<file path="config.mk">
export PLATFORM = sky130hd
export DESIGN_NAME = eth_rx_frame_ctrl
export DESIGN_NICKNAME = d
export VERILOG_FILES = /design/src/rtl/eth_rx_frame_ctrl.sv
export SDC_FILE = /design/constraint.sdc
export NUM_CORES = 1
export LEC_CHECK = 0
export ABC_AREA = 1
export BUFFER_PORTS_ARGS = -buffer_cell sky130_fd_sc_hd__buf_2
export CAP_MARGIN = 5
export CORE_ASPECT_RATIO = 2
export CORE_MARGIN = 2
export CORE_UTILIZATION = 40
export CTS_BUF_LIST = sky130_fd_sc_hd__clkbuf_4 sky130_fd_sc_hd__clkbuf_8
export CTS_CLUSTER_SIZE = 25
export DETAILED_ROUTE_END_ITERATION = 8
export GPL_ROUTABILITY_DRIVEN = 0
export GPL_TIMING_DRIVEN = 0
export PLACE_DENSITY = 0.59
export SETUP_SLACK_MARGIN = 0.3
export SYNTH_ARGS = -nofsm -noshare
export SYNTH_HDL_FRONTEND = slang
export SYNTH_SLANG_ARGS = --single-unit
</file>
<file path="constraint.sdc">
create_clock -name clk -period 3.9 [get_ports clk]
set_input_delay 0.39 -clock clk [delete_from_list [all_inputs] [get_ports clk]]
set_output_delay 0.39 -clock clk [all_outputs]
set_load 0.02 [all_outputs]
</file>
<file path="src/rtl/eth_rx_frame_ctrl.sv">
// Receive-frame bookkeeping: synchronises receiver strobes, counts frame bytes and manages a
// two-slot FIFO of committed frames, dropping inhibited, runt, oversize or overflow frames.
`timescale 1ns/1ps
module eth_rx_frame_ctrl #(
  parameter int MIN_LEN = 14,
  parameter int MAX_LEN = 1518
) (
  input  logic        clk,
  input  logic        rst,
  input  logic        ss,
  input  logic        n_recv_buf_we,
  input  logic        n_inhibit,
  output logic        recv_ena,
  output logic        buf_slot,
  output logic        rx_ready,
  output logic        rx_slot,
  output logic [10:0] rx_len,
  input  logic        rx_ack,
  output logic [7:0]  drop_cnt
);

  localparam logic [10:0] MIN_L = 11'(MIN_LEN);
  localparam logic [10:0] MAX_L = 11'(MAX_LEN);

  typedef enum logic [2:0] {
    ST_SKIP   = 3'd0,
    ST_IDLE   = 3'd1,
    ST_RECV   = 3'd2,
    ST_COMMIT = 3'd3,
    ST_DROP   = 3'd4
  } state_t;

  logic [1:0]       ss_sync_q, ss_sync_d;
  logic [1:0]       we_sync_q, we_sync_d;
  logic [1:0]       inh_sync_q, inh_sync_d;
  logic             we_prev_q, we_prev_d;

  state_t           state_q, state_d;
  logic [10:0]      cnt_q, cnt_d;
  logic             bad_q, bad_d;
  logic [1:0]       full_q, full_d;
  logic [1:0][10:0] len_q, len_d;
  logic             buf_slot_q, buf_slot_d;
  logic             rx_slot_q, rx_slot_d;
  logic             recv_ena_q, recv_ena_d;
  logic             rx_ready_q, rx_ready_d;
  logic [10:0]      rx_len_q, rx_len_d;
  logic [7:0]       drop_cnt_q, drop_cnt_d;

  logic             ss_s, inh_s, strobe_s, ack_s, frame_ok_s, drop_inc_s;

  assign ss_s       = ss_sync_q[1];
  assign inh_s      = inh_sync_q[1];
  assign strobe_s   = we_prev_q & ~we_sync_q[1];
  assign ack_s      = rx_ack & full_q[rx_slot_q];
  assign frame_ok_s = ~bad_q && (cnt_q >= MIN_L) && (cnt_q <= MAX_L);

  // Synchroniser next values; equal depth keeps the filter verdict ordered ahead of ss fall.
  always_comb begin
    ss_sync_d  = {ss_sync_q[0], ss};
    we_sync_d  = {we_sync_q[0], n_recv_buf_we};
    inh_sync_d = {inh_sync_q[0], n_inhibit};
    we_prev_d  = we_sync_q[1];
  end

  // Synchroniser flops are left unreset so a frame still in flight across rst is seen by SKIP.
  always_ff @(posedge clk) begin
    ss_sync_q  <= ss_sync_d;
    we_sync_q  <= we_sync_d;
    inh_sync_q <= inh_sync_d;
    we_prev_q  <= we_prev_d;
  end

  // Frame FSM, byte counter and slot queue next-state.
  always_comb begin
    state_d    = state_q;
    cnt_d      = cnt_q;
    bad_d      = bad_q;
    full_d     = full_q;
    len_d      = len_q;
    buf_slot_d = buf_slot_q;
    rx_slot_d  = rx_slot_q;
    drop_inc_s = 1'b0;

    if (ack_s) begin
      full_d[rx_slot_q] = 1'b0;
      rx_slot_d         = ~rx_slot_q;
    end else begin
      rx_slot_d = rx_slot_q;
    end

    case (state_q)
      ST_SKIP: begin
        if (!ss_s) state_d = ST_IDLE;
        else       state_d = ST_SKIP;
      end
      ST_IDLE: begin
        if (ss_s && recv_ena_q) begin
          state_d = ST_RECV;
          cnt_d   = 11'd0;
          bad_d   = 1'b0;
        end else if (ss_s) begin
          state_d = ST_DROP;
        end else begin
          state_d = ST_IDLE;
        end
      end
      ST_RECV: begin
        bad_d = bad_q | ~inh_s;
        if (strobe_s && (cnt_q != 11'h7FF)) cnt_d = cnt_q + 11'd1;
        else                                cnt_d = cnt_q;
        if (!ss_s) state_d = ST_COMMIT;
        else       state_d = ST_RECV;
      end
      ST_COMMIT: begin
        // The write slot is always empty here: recv_ena gated entry and only acks free slots.
        if (frame_ok_s) begin
          full_d[buf_slot_q] = 1'b1;
          len_d[buf_slot_q]  = cnt_q;
          buf_slot_d         = ~buf_slot_q;
        end else begin
          drop_inc_s = 1'b1;
        end
        state_d = ST_IDLE;
      end
      ST_DROP: begin
        if (!ss_s) begin
          drop_inc_s = 1'b1;
          state_d    = ST_IDLE;
        end else begin
          state_d = ST_DROP;
        end
      end
      default: state_d = ST_SKIP;
    endcase
  end

  // Registered outputs derived from the next queue state.
  always_comb begin
    if (drop_inc_s && (drop_cnt_q != 8'hFF)) drop_cnt_d = drop_cnt_q + 8'd1;
    else                                     drop_cnt_d = drop_cnt_q;
    if ((state_d == ST_IDLE) || (state_d == ST_SKIP)) recv_ena_d = ~full_d[buf_slot_d];
    else                                              recv_ena_d = recv_ena_q;
    rx_ready_d = full_d[rx_slot_d];
    if (rx_ready_d) rx_len_d = len_d[rx_slot_d];
    else            rx_len_d = 11'd0;
  end

  // State and queue registers.
  always_ff @(posedge clk) begin
    if (rst) begin
      state_q    <= ST_SKIP;
      cnt_q      <= 11'd0;
      bad_q      <= 1'b0;
      full_q     <= 2'b00;
      len_q      <= '0;
      buf_slot_q <= 1'b0;
      rx_slot_q  <= 1'b0;
      recv_ena_q <= 1'b1;
      rx_ready_q <= 1'b0;
      rx_len_q   <= 11'd0;
      drop_cnt_q <= 8'd0;
    end else begin
      state_q    <= state_d;
      cnt_q      <= cnt_d;
      bad_q      <= bad_d;
      full_q     <= full_d;
      len_q      <= len_d;
      buf_slot_q <= buf_slot_d;
      rx_slot_q  <= rx_slot_d;
      recv_ena_q <= recv_ena_d;
      rx_ready_q <= rx_ready_d;
      rx_len_q   <= rx_len_d;
      drop_cnt_q <= drop_cnt_d;
    end
  end

  assign recv_ena = recv_ena_q;
  assign buf_slot = buf_slot_q;
  assign rx_ready = rx_ready_q;
  assign rx_slot  = rx_slot_q;
  assign rx_len   = rx_len_q;
  assign drop_cnt = drop_cnt_q;

endmodule

</file>
# Word-level counts from Yosys, hierarchy flattened
# Cells that the tools add are included.
# word_totals
wordCells	98
inputBits	6
out_inout_bits	23
ff_bits	69
# classes
n_lt_le_gt_ge	8
muxes	36
addsub	2
bitwise_logic	13
n_reduce_logical	14
eq_ne	9
# ops
operator	n
2-to-1 mux 11 bit	5
2-to-1 mux 22 bit	2
bitwise mux 22 bit	1
one-hot mux 11 bit (2 select lines)	1
2-to-1 mux 1 bit	16
one-hot mux 3 bit (5 select lines)	1
adder 11 x 1 -> 11 bit (second input constant)	1
demux 11 bit (select 1 bit)	1
greater-or-equal comparator 11 x 4 -> 1 bit (second input constant)	1
less-or-equal comparator 11 bit (second input constant)	1
inequality test 11 bit (second input constant)	1
adder 8 x 1 -> 8 bit (second input constant)	1
< comparator 1 x 2 -> 1 bit (second input constant)	4
inequality test 8 bit (second input constant)	1
logical AND 1 bit	7
inverter 1 bit	7
equality test 3 x 1 -> 1 bit (second input constant)	2
equality test 3 x 2 -> 1 bit (second input constant)	2
zero test 3 bit	2
2-to-1 mux 2 bit	3
2-to-1 mux 3 bit	2
inequality test 2 bit (second input constant)	2
one-hot mux 1 bit (2 select lines)	2
equality test 3 bit (second input constant)	1
other kinds (12)	15

# Longest topological paths before layout
# logic_depth
depth_word	14
mapped_depth	14
mapped_depth_nobuf	14

# Worst setup path before layout
# No wires, ideal clock.
# synth_timing
kind	register -> register
startpoint	register cnt_q[0]
endpoint	register rx_len_q[0] (netlist: rx_len[0])
t_arrival_ps	1626
t_required_ps	3791
period_less_slack_ps	1735
setup_slack_ps	2165
stages_incl_launch_ff	15
cell_sequence	dfxtp_1 > inv_1 > ha_1 > inv_1 > nor2_1 > nor2_1 > a21oi_4 > nand2_4 > nor2_4 > buf_6 > nand3_2 > nand3_2 > nand2_1 > nand2_1 > inv_1
# synth_via
elab_chain_cells	9
word_cells_on_any_way	15
classes_between	order compare: 2; mux: 9; bitwise: 1; reduce/logical: 3
# synth_lines
element	line_no	text
start: declaration	39	logic [10:0] cnt_q, cnt_d;
start signal: assignment	165	cnt_q <= cnt_d;
greater-or-equal comparator 11 x 4 -> 1 bit	56	assign frame_ok_s = ~bad_q && (cnt_q >= MIN_L) && (cnt_q <= MAX_L);
logical AND 1 bit (2 in series)	56	
2-to-1 mux 2 bit	117	if (frame_ok_s) begin
2-to-1 mux 2 bit	92	case (state_q)
2-to-1 mux 1 bit (implied by the code) (2 in series)	144	rx_ready_d = full_d[rx_slot_d];
inverter 1 bit (no source line)	n/a	
OR reduction 2 bit (no source line)	n/a	
end signal: assignment	173	rx_len_q <= rx_len_d;
end: declaration	47	logic [10:0] rx_len_q, rx_len_d;
# Several ways; a longest one is shown, not always the timed one. The select of a mux whose other input is x is not followed.
# A chain may end at the register's enable or synchronous reset.

# Worst setup path after layout
# layout_timing
startpoint	register cnt_q[0]
endpoint	register rx_len_q[9] (netlist: rx_len[9])
# layout_via
elab_chain_cells	9
word_cells_on_any_way	14
classes_between	order compare: 2; mux: 8; bitwise: 1; reduce/logical: 3
# layout_lines
element	line_no
greater-or-equal comparator 11 x 4 -> 1 bit	56
logical AND 1 bit	56
logical AND 1 bit (*)	56
2-to-1 mux 2 bit	117
2-to-1 mux 2 bit	92
2-to-1 mux 1 bit (implied by the code) (2 in series)	144
inverter 1 bit (no source line)	n/a
OR reduction 2 bit (no source line)	n/a
# Mark *: on every way between the ends. The rest lies on a longest branch, timed or not. The select of a mux whose other input is x is not followed.

==> impl_metrics.csv <==
group,metric,value,unit
sta,whs,0.132,ns
placement,io_buffers,28,
min_path,min_from,"ss",
sta,finalSetupTns,0,ns
logic_synthesis,synth_area,3260,µm²
setup_path,crit_arrival,2.33,ns
sta,maxSlewViolCount,0,
global_routing,grt_max_degree,12,
final_layout,nets,498,
logic_synthesis,syn_avg_cell_area,7.24,µm²
clocking,cts.htree.levels,3,
logic_synthesis,synth_edf_count,0,
placement,dp_slack,1.85,ns
floorplanning,core_area,7940,µm²
logic_synthesis,synth_fp_nets,459,
logic_synthesis,postSynth.asyncResetShare,0,%
sta,final.min_clock_period,2.07,ns
sta,rsz0062_at_grt,"false",
min_path,min_path_cells,1,
global_routing,gr-total-overflow,0,
drt,firstDrtPassIters,4,
floorplanning,die_w,67.8,µm
floorplanning,rows,46,
clocking,cts.clk_slew.worst_paths,0.07,ns
setup_path,worstSetupPathType,"reg2reg",
logic_synthesis,yosys-top-cells-area,"dfxtp_1 42%, nand2_1 13%, inv_1 7.3%",
logic_synthesis,synth.top_cell.area_share,42.4,%
floorplanning,dieHeight,132,µm
final_layout,final_util,47.0,%
placement,post_dp_cell_area,3520,µm²
clocking,cts_made_buffers,9,
drt,vias,2829,
clocking,cts_sinks,69,
final_layout,stdcell_count,590,
final_layout,post_route_cells_drive_above_1_share,18.0,%
sta,finalCritPeriodShare,53.0,%
drt,wl_per_cell,12.5,µm
sta,max_slew_margin,51.9,%
power_and_ir_drop,power.total,1.38,mW
setup_path,worstPathRequired,4.17,ns
global_routing,grt_pass1_wl,12.2,mm
logic_synthesis,ys_seq_area_share,42.4,%
clocking,clockBufferDepth,2,
power_and_ir_drop,leakage,1.67,nW
setup_path,path_max_fanout,10,
final_layout,final_area,3730,µm²
placement,hpwlAfterDp,5.66,mm
setup_path,ff2ff_setup_slack,1.83,ns
logic_synthesis,synth_ff_type,"dfxtp_1",
drt,drc,0,
outcome,status,"finished clean",
clocking,holdBufCountCts,0,
logic_synthesis,yosysTopAreaCell,"dfxtp_1",
clocking,clock_latency,0.36,ns
sta,max_freq,484,MHz
setup_path,startpoint_type,"register",
final_layout,fillCellCount,838,
drt,via_per_inst,4.79,
drt,postRouteAntennaNets,0,
final_layout,syn2layout_area_growth,14.6,%
clocking,clockRootBuffer,"clkbuf_8",
logic_synthesis,yosys-top-cells-count,"112 x nand2_1, 69 x dfxtp_1, 63 x inv_1, 57 x nor2_1, 46 x nand3_1",
logic_synthesis,synth.most_common_cell,"nand2_1",
setup_path,endpoint_kind,"register",
clocking,cts_resized,0,
sta,hold_viol_final,0,
drt,wl,7.35,mm
final_layout,diodes,0,
placement,post-place-cells,574,
logic_synthesis,ys_ff_latch,69,
logic_synthesis,ys_types,30,
sta,worstMarginPinSlew,0.716,ns
global_routing,grt_pass1_vias,2684,
logic_synthesis,yosys_warnings,0,
sta,setup_viol,0,
global_routing,grt.total_usage,18.3,%
power_and_ir_drop,peakVddDrop,0.275,mV
setup_path,reg2reg_from,"cnt_q[0]",
sta,fin_ws,1.83,ns
floorplanning,fp.dieArea,8930,µm²
final_layout,regArea,1380,µm²
setup_path,r2r_cells,13,
floorplanning,ioPinCount,29,
drt,drtIter0Drc,116,
clocking,cts_setup_buffers,0,
sta,fin_skew,0.0106,ns
final_layout,multi_input_area,1540,µm²
run,drv_cap,0,
global_routing,antenna_found_initial,0,
logic_synthesis,netlist_instances,450,
clocking,cts_tree,"built",
power_and_ir_drop,power.density,369,nW/µm²
setup_path,rr_endpoint,"rx_len[9]",
floorplanning,initial_core_util,41.0,%
min_path,hold_class,"in2reg",
min_path,min_to,"ss_sync_q[0]",
## report_power, final
group	total (mW)	internal, mW	switching [mW]
Combinational	0.0422	0.0114	0.0308
Sequential	0.715	0.711	0.00444
Clock	0.621	0.354	0.267
## sequential cells by signal, summed over array words and instances (netlist names), 2 cells and up
signal	count
cnt_q	11
drop_cnt	8
full_q	2
inh_sync_q	2
len_q	22
rx_len	11
ss_sync_q	2
state_q	3
we_sync_q	2
## layer usage
layer | global-route usage, % | up-vias | share of wire [%]
li1 | - | 1475 | -
met1 | 17.8 | 1280 | 37
met2 | 33.2 | 53 | 56
met3 | 4.20 | 21 | 3.5
met4 | 10.1 | 0 | 3.7
met5 | 0 | - | 0
## worst max path at each step
stage                end     start  cells after the start
3_3_place_gp   rx_len[8]  cnt_q[0]                     13
2_1_floorplan  rx_len[0]  cnt_q[0]                     14
5_1_grt        rx_len[6]  cnt_q[0]                     13
3_5_place_dp   rx_len[8]  cnt_q[0]                     13
4_1_cts        rx_len[8]  cnt_q[0]                     13
6_report       rx_len[9]  cnt_q[0]                     13
## kinds of logic (layout without fill, tap and decap cells)
| kind of cell | after synthesis | count (layout) | share of synthesized area [%] |
|---|---|---|---|
| AO/OA/AOI/OAI | 32 | 32 | 5.68 |
| buffers and inverters | 80 | 124 | 10.4 |
| XOR/XNOR | 9 | 9 | 2.42 |
| adder cells (fa/ha/maj) | 3 | 3 | 1.15 |
| AND/OR/NAND/NOR | 257 | 257 | 37.9 |
| flip-flops | 69 | 69 | 42.4 |
## cell type report
cell class | instances | share of cell area (%)
well taps | 96 | 3.22
clock inverters | 3 | 1.14
flip-flops and latches | 69 | 37.0
inverters | 66 | 6.67
plain buffers | 14 | 2.45
multi-input cells | 301 | 41.2
repair buffers | 28 | 3.75
clock buffers | 13 | 4.62
## cell usage in the layout, fill, tap and decap left out, types with 3 or more instances in the layout
cell      Yosys  routed
a21oi_1      20      20
buf_2         4      32
buf_6         4       4
clkbuf_1      5       5
clkbuf_8      0      12
dfxtp_1      69      69
ha_1          3       3
inv_1        63      63
nand2_1     112     112
nand2_2       8       8
nand2_4       3       3
nand3_1      46      46
nand3_2      13      13
nor2_1       57      57
nor3_1        6       6
o21ai_0       8       8
xnor2_1       3       3
xor2_1        6       6
## worst max-delay path, cell delays in order, from the launching register on
cell     delay (ns)
dfxtp_1        0.40
inv_1          0.14
ha_1           0.22
inv_1          0.05
nor2_1         0.04
nor2_1         0.20
a21oi_4        0.13
nand4_4        0.15
buf_2          0.27
nand2_1        0.11
nand3_1        0.10
nand2_1        0.06
nand2_1        0.06
inv_1          0.04
(Power assumes the default switching activity.)
